**config.mk**
```make
export PLATFORM = sky130hd
export DESIGN_NAME = load_memdata
export DESIGN_NICKNAME = d
export VERILOG_FILES = /design/src/rtl/load_memdata.sv
export SDC_FILE = /design/constraint.sdc
export NUM_CORES = 1
export LEC_CHECK = 0
export ABC_AREA = 1
export BUFFER_PORTS_ARGS = -buffer_cell sky130_fd_sc_hd__buf_4
export CORE_ASPECT_RATIO = 0.75
export CORE_UTILIZATION = 30
export CTS_CLUSTER_DIAMETER = 150
export DETAILED_ROUTE_END_ITERATION = 10
export PLACE_DENSITY = 0.49
export SYNTH_ARGS = -nofsm -noshare
export SYNTH_HDL_FRONTEND = slang
export SYNTH_SLANG_ARGS = --single-unit
```
**constraint.sdc**
```tcl
create_clock -name clk -period 3.5 [get_ports clk]
set_clock_uncertainty 0.1 [all_clocks]
set_input_delay 0.175 -clock clk [delete_from_list [all_inputs] [get_ports clk]]
set_output_delay 0.175 -clock clk [all_outputs]
set_load 0.01 [all_outputs]
```
**src/rtl/load_memdata.sv**
```systemverilog
// Load-data formatter: accepts one load request, waits for the memory word (with timeout),
// then extracts and extends the addressed byte/halfword/word into a held response.
module load_memdata #(
  parameter int unsigned MAX_WAIT = 15
) (
  input  logic        clk,
  input  logic        reset,
  input  logic        req_valid,
  output logic        req_ready,
  input  logic [1:0]  req_addr,
  input  logic [2:0]  req_type,
  input  logic [31:0] mem_rdata,
  input  logic        mem_rvalid,
  output logic        rsp_valid,
  input  logic        rsp_ready,
  output logic [31:0] rsp_data,
  output logic [1:0]  rsp_err,
  output logic        busy
);

  typedef enum logic [1:0] {
    IDLE,
    WAIT,
    RESP
  } state_t;

  localparam logic [2:0] TYPE_LW  = 3'b000;
  localparam logic [2:0] TYPE_LH  = 3'b001;
  localparam logic [2:0] TYPE_LHU = 3'b010;
  localparam logic [2:0] TYPE_LB  = 3'b011;
  localparam logic [2:0] TYPE_LBU = 3'b100;

  localparam logic [1:0] ERR_OK       = 2'b00;
  localparam logic [1:0] ERR_MISALIGN = 2'b01;
  localparam logic [1:0] ERR_ILLEGAL  = 2'b10;
  localparam logic [1:0] ERR_TIMEOUT  = 2'b11;

  localparam logic [7:0] LAST_WAIT = 8'(MAX_WAIT - 1);

  state_t      state;
  logic [7:0]  wait_cnt;
  logic [1:0]  addr_q;
  logic [2:0]  type_q;

  logic        req_illegal;
  logic        req_misaligned;
  logic [31:0] byte_shift;
  logic [31:0] half_shift;
  logic [31:0] extracted;

  assign req_ready = (state == IDLE);
  assign rsp_valid = (state == RESP);
  assign busy      = (state != IDLE);

  // Classification uses the live request so errors can be answered without a memory wait.
  always_comb begin
    req_illegal    = (req_type > TYPE_LBU);
    req_misaligned = 1'b0;
    case (req_type)
      TYPE_LW:           req_misaligned = (req_addr != 2'b00);
      TYPE_LH, TYPE_LHU: req_misaligned = req_addr[0];
      default:           req_misaligned = 1'b0;
    endcase
  end

  always_comb begin
    byte_shift = mem_rdata >> {addr_q, 3'b000};
    half_shift = mem_rdata >> {addr_q[1], 4'b0000};
    extracted  = mem_rdata;
    case (type_q)
      TYPE_LW:  extracted = mem_rdata;
      TYPE_LH:  extracted = {{16{half_shift[15]}}, half_shift[15:0]};
      TYPE_LHU: extracted = {16'h0000, half_shift[15:0]};
      TYPE_LB:  extracted = {{24{byte_shift[7]}}, byte_shift[7:0]};
      TYPE_LBU: extracted = {24'h000000, byte_shift[7:0]};
      default:  extracted = 32'h0000_0000;
    endcase
  end

  // Data arriving on the final wait cycle beats the timeout.
  always_ff @(posedge clk or negedge reset) begin
    if (!reset) begin
      state    <= IDLE;
      wait_cnt <= 8'd0;
      addr_q   <= 2'b00;
      type_q   <= 3'b000;
      rsp_data <= 32'h0000_0000;
      rsp_err  <= ERR_OK;
    end else begin
      case (state)
        IDLE: begin
          if (req_valid) begin
            addr_q <= req_addr;
            type_q <= req_type;
            if (req_illegal) begin
              rsp_data <= 32'h0000_0000;
              rsp_err  <= ERR_ILLEGAL;
              state    <= RESP;
            end else if (req_misaligned) begin
              rsp_data <= 32'h0000_0000;
              rsp_err  <= ERR_MISALIGN;
              state    <= RESP;
            end else begin
              wait_cnt <= 8'd0;
              state    <= WAIT;
            end
          end
        end
        WAIT: begin
          if (mem_rvalid) begin
            rsp_data <= extracted;
            rsp_err  <= ERR_OK;
            state    <= RESP;
          end else if (wait_cnt == LAST_WAIT) begin
            rsp_data <= 32'h0000_0000;
            rsp_err  <= ERR_TIMEOUT;
            state    <= RESP;
          end else begin
            wait_cnt <= wait_cnt + 8'd1;
          end
        end
        RESP: begin
          if (rsp_ready) begin
            state <= IDLE;
          end
        end
        default: state <= IDLE;
      endcase
    end
  end

endmodule

```
==> impl_metrics.toml, run 1 <==
[setup_path]
crit_path_start_kind = "register"
worstSetupEndpointType = "register"
worstPathMaxFanout = 18
crit_required_ns = 3.58
worstPathArrival_ns = 2.56
critical_path_class = "reg2reg"

[clock_tree]
clockBufferDepth = 2
clock_latency_ns = 0.29
clock-sinks = 49
ctsResizeCount = 0
path_clk_slew_ns = 0.07
clockRootBuffer = "clkbuf_16"
cts_inserted_buffers = 5
tritoncts = "done"
h-tree-depth = 2

[drt]
firstDrtPassIters = 5
avgRoutedWirePerCell_um = 13.7
drc = 0
wl_um = 9860
viasPerCell = 4.57
ant_nets = 0
drt-initial-drc-count = 183
vias = 3279

[timing]
finalMaxSlewViolations = 0
finalHoldViolCount = 0
max_freq_mhz = 403
worstMarginPinSlew_ns = 0.919
rsz0062_at_grt = "no"
relSlewSlack_pct = 38.6
final-setup-viol-count = 0
post-route-period-util_pct = 70.8
finalCriticalPeriod_ns = 2.48
setup_tns_ns = 0

[die]
design.core.area_um2 = 10500
die_area_um2 = 11300
rows = 32
chipWidth_um = 122
num_io_pins = 79
die_y_um = 92.4
initial_core_util_pct = 31.3

[global_routing]
antenna_found_initial = 0
grt.total_usage_pct = 18.1
grt_pass1_vias = 3001
grt_max_degree = 50
grt_pass1_wl_um = 15700
grt-ovfl-total = 0

[power_and_ir_drop]
power_mw = 3.28
ir_drop_uv = 284
power_density_nw_per_um2 = 799
leakagePower_nw = 2.44

[placed_design]
numPortBuffers = 78
dp.final_hpwl_um = 7340
place_area_um2 = 3900
dp.cells = 707
globalplace.congestion = 0.851

[final_layout]
diodes = 0
finalNonFillerCells = 717
syn_to_final_growth_pct = 25.5
drive_gt1_share_pct = 18.4
fin_nets = 624
stdcell_area_um2 = 4100

[synth]
ys_ff_latch = 49
synth_cells = 513
synth_area_per_cell_um2 = 6.37
ys_seq_area_share_pct = 37.5
synthDistinctLibCells = 29
synth_top_area_cell = "dfrtp_1"
synth.top_cell.area_share_pct = 37.5
ys_warn_count = 0
syn-cell-area_um2 = 3270
yosys-top-cells-area = "dfrtp_1 (38%), nand2_1 (30%), nand3_1 (8.0%), inv_1 (5.9%), nand3_2 (3.4%)"
syn_nets = 557

[status]
status = "finished clean"

[job]
cap_violations = 0

[min_path]
min_path_type = "in2reg"
cells in the final DEF (no fill, tap or decap), drive strengths merged:
cell type	instances
nor2	26
xor2	2
dlygate4sd3	2
o21bai	1
buf	80
o31ai	1
xnor2	1
nand4	3
o21ai	14
nand3	63
ha	2
nand2	265
bufinv	1
and2	1
dfrtp	49
a21oi	7
nand3b	1
clkbuf	6
or2	2
inv	53
clkinvlp	1
state kept, by name, indices dropped and copies added (netlist names):
signal / flops
rsp_data: 32
rsp_err: 2
state: 2
type_q: 3
wait_cnt: 8
addr_q: 2
routing by layer:
layer,track usage (%),wire length [um],vias up
li1,-,-,1710
met1,28.2,5210,1491
met2,25.2,4130,68
met3,3.02,405,10
met4,4.47,116,0
met5,0,0,-
cells by family (layout without fill, tap and decap cells):
logic type | after synthesis | in the layout | share of synthesized area, %
AND/OR/NAND/NOR | 361 | 361 | 46.5
AO/OA/AOI/OAI | 23 | 23 | 4.14
flip-flops | 49 | 49 | 37.5
adder cells (fa/ha/maj) | 2 | 2 | 0.766
buffers and inverters | 75 | 143 | 10.2
XOR/XNOR | 3 | 3 | 0.804
through the flow:
step	hold slack, ns	setup slack [ns]	util (%)
floorplan	-0.221	1.96	-
global placement	0.155	1.10	37.3
detailed placement	0.158	1.05	37.3
CTS	0.0582	1.02	39.2
global route	0.0807	0.876	39.2
finish	0.0617	1.02	39.2
final timing paths:
check                               endpoint  slack [ns]  cells after the start         from
worst min-delay path               type_q[0]        0.06                      3  req_type[0]
worst max register to register  rsp_data[25]        1.02                      8    addr_q[0]
worst max-delay path            rsp_data[25]        1.02                      8    addr_q[0]
worst min register to register    rsp_err[0]        0.38                      2   rsp_err[0]
min in group asynchronous        rsp_data[6]        0.36                      2        reset
max in group asynchronous       rsp_data[15]        2.50                      2        reset
critical path, cell delays in order (launching register included):
cell and delay (ns):
dfrtp_1 0.72, inv_1 0.44, nand3_1 0.20, nand2_1 0.08
nand2_1 0.21, buf_4 0.31, nand3_1 0.11, nand2_1 0.11
nand2_1 0.06
Yosys cell counts:
cell and instances:
a21oi_1 6, a21oi_4 1, and2_1 1, buf_2 6, buf_4 8, buf_6 2
clkbuf_1 6, dfrtp_1 49, ha_1 2, inv_1 51, inv_2 2, nand2_1 264
nand2_2 1, nand3_1 52, nand3_2 11, nand3b_1 1, nand4_1 3, nor2_1 24
nor2_2 1, nor2_4 1, o21ai_0 12, o21ai_1 1, o21ai_2 1, o21bai_1 1
o31ai_1 1, or2_1 1, or2_2 1, xnor2_1 1, xor2_1 2
power breakdown:
| group | internal, mW | switching [mW] | leakage, nW |
|---|---|---|---|
| combinational | 0.664 | 1.05 | 1.70 |
| sequential | 0.784 | 0.203 | 0.659 |
| clock | 0.357 | 0.222 | 0.0831 |
| total | 1.81 | 1.47 | 2.44 |
repair_timing:
item	in CTS	in global routing
hold buffers	2	0
hold endpoints to repair	50	0
setup buffers	0	0
area by class of cell:
class | count | area [um2]
clock buffer | 6 | 139
clock inverter | 2 | 37.5
fill | 1148 | 6350
inverter | 53 | 199
multi-input combinational | 389 | 1710
sequential | 49 | 1230
tap | 136 | 170
timing repair buffer | 82 | 621
Note: power is estimated with default switching activity, not from simulation.
==> run 2: changes to the inputs <==
--- a/config.mk
+++ b/config.mk
@@ -5,13 +5,13 @@
 export SDC_FILE = /design/constraint.sdc
 export NUM_CORES = 1
 export LEC_CHECK = 0
-export ABC_AREA = 1
+export ABC_AREA = 0
 export BUFFER_PORTS_ARGS = -buffer_cell sky130_fd_sc_hd__buf_4
 export CORE_ASPECT_RATIO = 0.75
 export CORE_UTILIZATION = 30
 export CTS_CLUSTER_DIAMETER = 150
 export DETAILED_ROUTE_END_ITERATION = 10
-export PLACE_DENSITY = 0.49
+export PLACE_DENSITY = 0.5
 export SYNTH_ARGS = -nofsm -noshare
 export SYNTH_HDL_FRONTEND = slang
 export SYNTH_SLANG_ARGS = --single-unit
==> constraint.sdc (replaced) <==
create_clock -name clk -period 2.5 [get_ports clk]
set_clock_uncertainty 0.1 [all_clocks]
set_input_delay 0.125 -clock clk [delete_from_list [all_inputs] [get_ports clk]]
set_output_delay 0.125 -clock clk [all_outputs]
set_load 0.01 [all_outputs]
==> run 2 against run 1 <==
  * Sequential power increased by 39%
  * Via count is 24% lower
  * Combinational power increased by 20%
  * Synthesized cell count decreased by 48%
  * Critical path type unchanged
  * Setup slack worse by 0.85 ns
  * Highest routed layer unchanged
  * Total power increased by 29%
  * Worst hold slack worse by 0.021 ns
  * Wire length fell by 13%
  * Die area is 16% lower
  * Largest cell class unchanged
  * Count of clock-buffer cells in the layout unchanged
  * Maximum frequency rose by 6.6%
==> impl_metrics.toml, run 2 <==
[job]
cap_violations = 0

[final_layout]
reg_top3 = "rsp_data: 32 flops, wait_cnt: 8 flops, type_q: 3 flops"
most-common-layout-cells = "buf_4 (88), dfrtp_1 (49), o21ai_0 (21)"
diodes = 0
drive_gt1_share_pct = 30.8
top_register = "rsp_data"
finalNonFillerCells = 462
finish.utilization_pct = 42.8
largest_reg_flops = 32
stdcell_area_um2 = 3710
syn_to_final_growth_pct = 35.0
fin_nets = 397
mostFrequentLayoutCell = "buf_4"

[die]
num_io_pins = 79
chipWidth_um = 113
die_y_um = 84.9
initial_core_util_pct = 31.7
design.core.area_um2 = 8670
rows = 29
die_area_um2 = 9560

[synth]
synth_flop_cell = "dfrtp_1"
synthMostInstantiatedCell = "dfrtp_1"
syn_nets = 313
ys_warn_count = 0
async_reset_ff_share_pct = 100
synth_area_per_cell_um2 = 10.2
synth_edf_count = 0
ys_ff_latch = 49
synthTopCellsByCount = "dfrtp_1 (49), o21ai_0 (21), nand2_1 (17), o2bb2ai_1 (17)"
synth.top_cell.area_share_pct = 44.6
synth_cells = 269
synth_top_area_cell = "dfrtp_1"
ys_seq_area_share_pct = 44.6
synthDistinctLibCells = 51
yosys-top-cells-area = "dfrtp_1 (45%), mux2i_1 (5.8%), o2bb2ai_1 (5.4%), a22oi_1 (4.4%), o21ai_0 (3.8%)"
syn-cell-area_um2 = 2750

[timing]
relSlewSlack_pct = 38.1
worstMarginPinSlew_ns = 0.910
finalMaxSlewViolations = 0
rsz0062_at_grt = "no"
finalHoldViolCount = 0
final-setup-viol-count = 0
post-route-period-util_pct = 93.0
max_freq_mhz = 430
whs_ns = 0.0404
finalCriticalPeriod_ns = 2.33
setup_tns_ns = 0

[placed_design]
place_area_um2 = 3460
numPortBuffers = 78
dp.cells = 447
dp.final_hpwl_um = 6160
globalplace.congestion = 0.782

[power_and_ir_drop]
leakagePower_nw = 1.70
ir_drop_uv = 469
power_density_nw_per_um2 = 1140

[global_routing]
grt_pass1_vias = 2460
grt_pass1_wl_um = 13800
grt-ovfl-total = 0
grt.total_usage_pct = 18.5
antenna_found_initial = 0
grt_max_degree = 50

[drt]
drt-initial-drc-count = 138
wl_um = 8570
ant_nets = 0
firstDrtPassIters = 4
vias = 2503
drc = 0
avgRoutedWirePerCell_um = 18.5
viasPerCell = 5.42

[setup_path]
worstPathMaxFanout = 18
critical_path_class = "reg2reg"
worstPathArrival_ns = 2.39
worstSetupEndpointType = "register"
crit_required_ns = 2.57
crit_path_start_kind = "register"

[clock_tree]
ctsResizeCount = 0
clockBufferDepth = 2
clock_latency_ns = 0.28
path_clk_slew_ns = 0.07
cts_inserted_buffers = 5
h-tree-depth = 2
clockRootBuffer = "clkbuf_16"
clock-sinks = 49
tritoncts = "done"

[min_path]
min_path_type = "in2reg"

[status]
status = "finished clean"
-- run 2: cell count changes in the layout (fill, tap and decap cells not counted), sizes merged, moves of 13 or more --
cell     delta
inv        -44
nand3      -59
nor2       -13
nand2     -248
o2bb2ai    +17
a22oi      +16
mux2i      +16
-- run 2: worst paths after layout --
path | startpoint | endpoint | slack [ns] | depth (start not counted)
max in group asynchronous | reset | rsp_data[5] | 1.55 | 2
min | mem_rdata[5] | rsp_data[5] | 0.04 | 3
min in group asynchronous | reset | rsp_data[18] | 0.32 | 2
min reg2reg | rsp_data[21] | rsp_data[21] | 0.40 | 1
max | wait_cnt[0] | rsp_data[27] | 0.17 | 7
max reg2reg | wait_cnt[0] | rsp_data[27] | 0.17 | 7
-- run 2: kinds of logic (layout without fill, tap and decap cells) --
kind of cell | count (synthesis) | count (layout) | synth area share (%)
and+or+nand+nor | 67 | 67 | 13.9
buffers and inverters | 27 | 112 | 4.28
AOI/OAI and AO/OA | 102 | 102 | 27.7
xor gates and xnor gates | 1 | 1 | 0.319
muxes | 21 | 21 | 8.28
DFF | 49 | 49 | 44.6
adders and majority gates | 2 | 2 | 0.910
-- run 2: metal layers --
metal	track usage, %	vias up	share of wire (%)
li1	-	1197	-
met1	29.5	1227	54
met2	25.1	73	40
met3	4.29	6	5.1
met4	3.52	0	0.89
met5	0	-	0
-- run 2: critical path: stages (launching register included) --
cell       delay (ns)
dfrtp_1          0.43
inv_1            0.08
ha_1             0.15
or3b_1           0.38
o21ai_2          0.32
nand3_4          0.27
buf_4            0.31
o2bb2ai_1        0.15
-- run 2: timing repair --
item	4_1_cts	5_1_grt
buffers inserted	0	0
endpoints found under the hold margin	55	0
hold buffers	7	0
-- run 2: power breakdown --
group	internal (mW)	leakage, nW	switching, mW	total (mW)
logic	0.962	0.963	1.09	2.05
clock network	0.500	0.0831	0.302	0.802
registers	1.06	0.659	0.306	1.37
-- run 2: area by class of cell --
class,count,area [um2]
Clock buffer,6,139
Clock inverter,2,37.5
Fill cell,859,4960
Inverter,9,33.8
Multi-Input combinational cell,193,1410
Sequential cell,49,1230
Tap cell,108,135
Timing Repair Buffer,95,731
-- run 2: per-stage QoR --
stage	setup WS [ns]	total power, mW
6_report	0.175	4.22
5_1_grt	0.0350	4.52
4_1_cts	0.0562	4.24
3_5_place_dp	0.0956	3.41
3_3_place_gp	0.108	3.39
2_1_floorplan	0.443	2.58
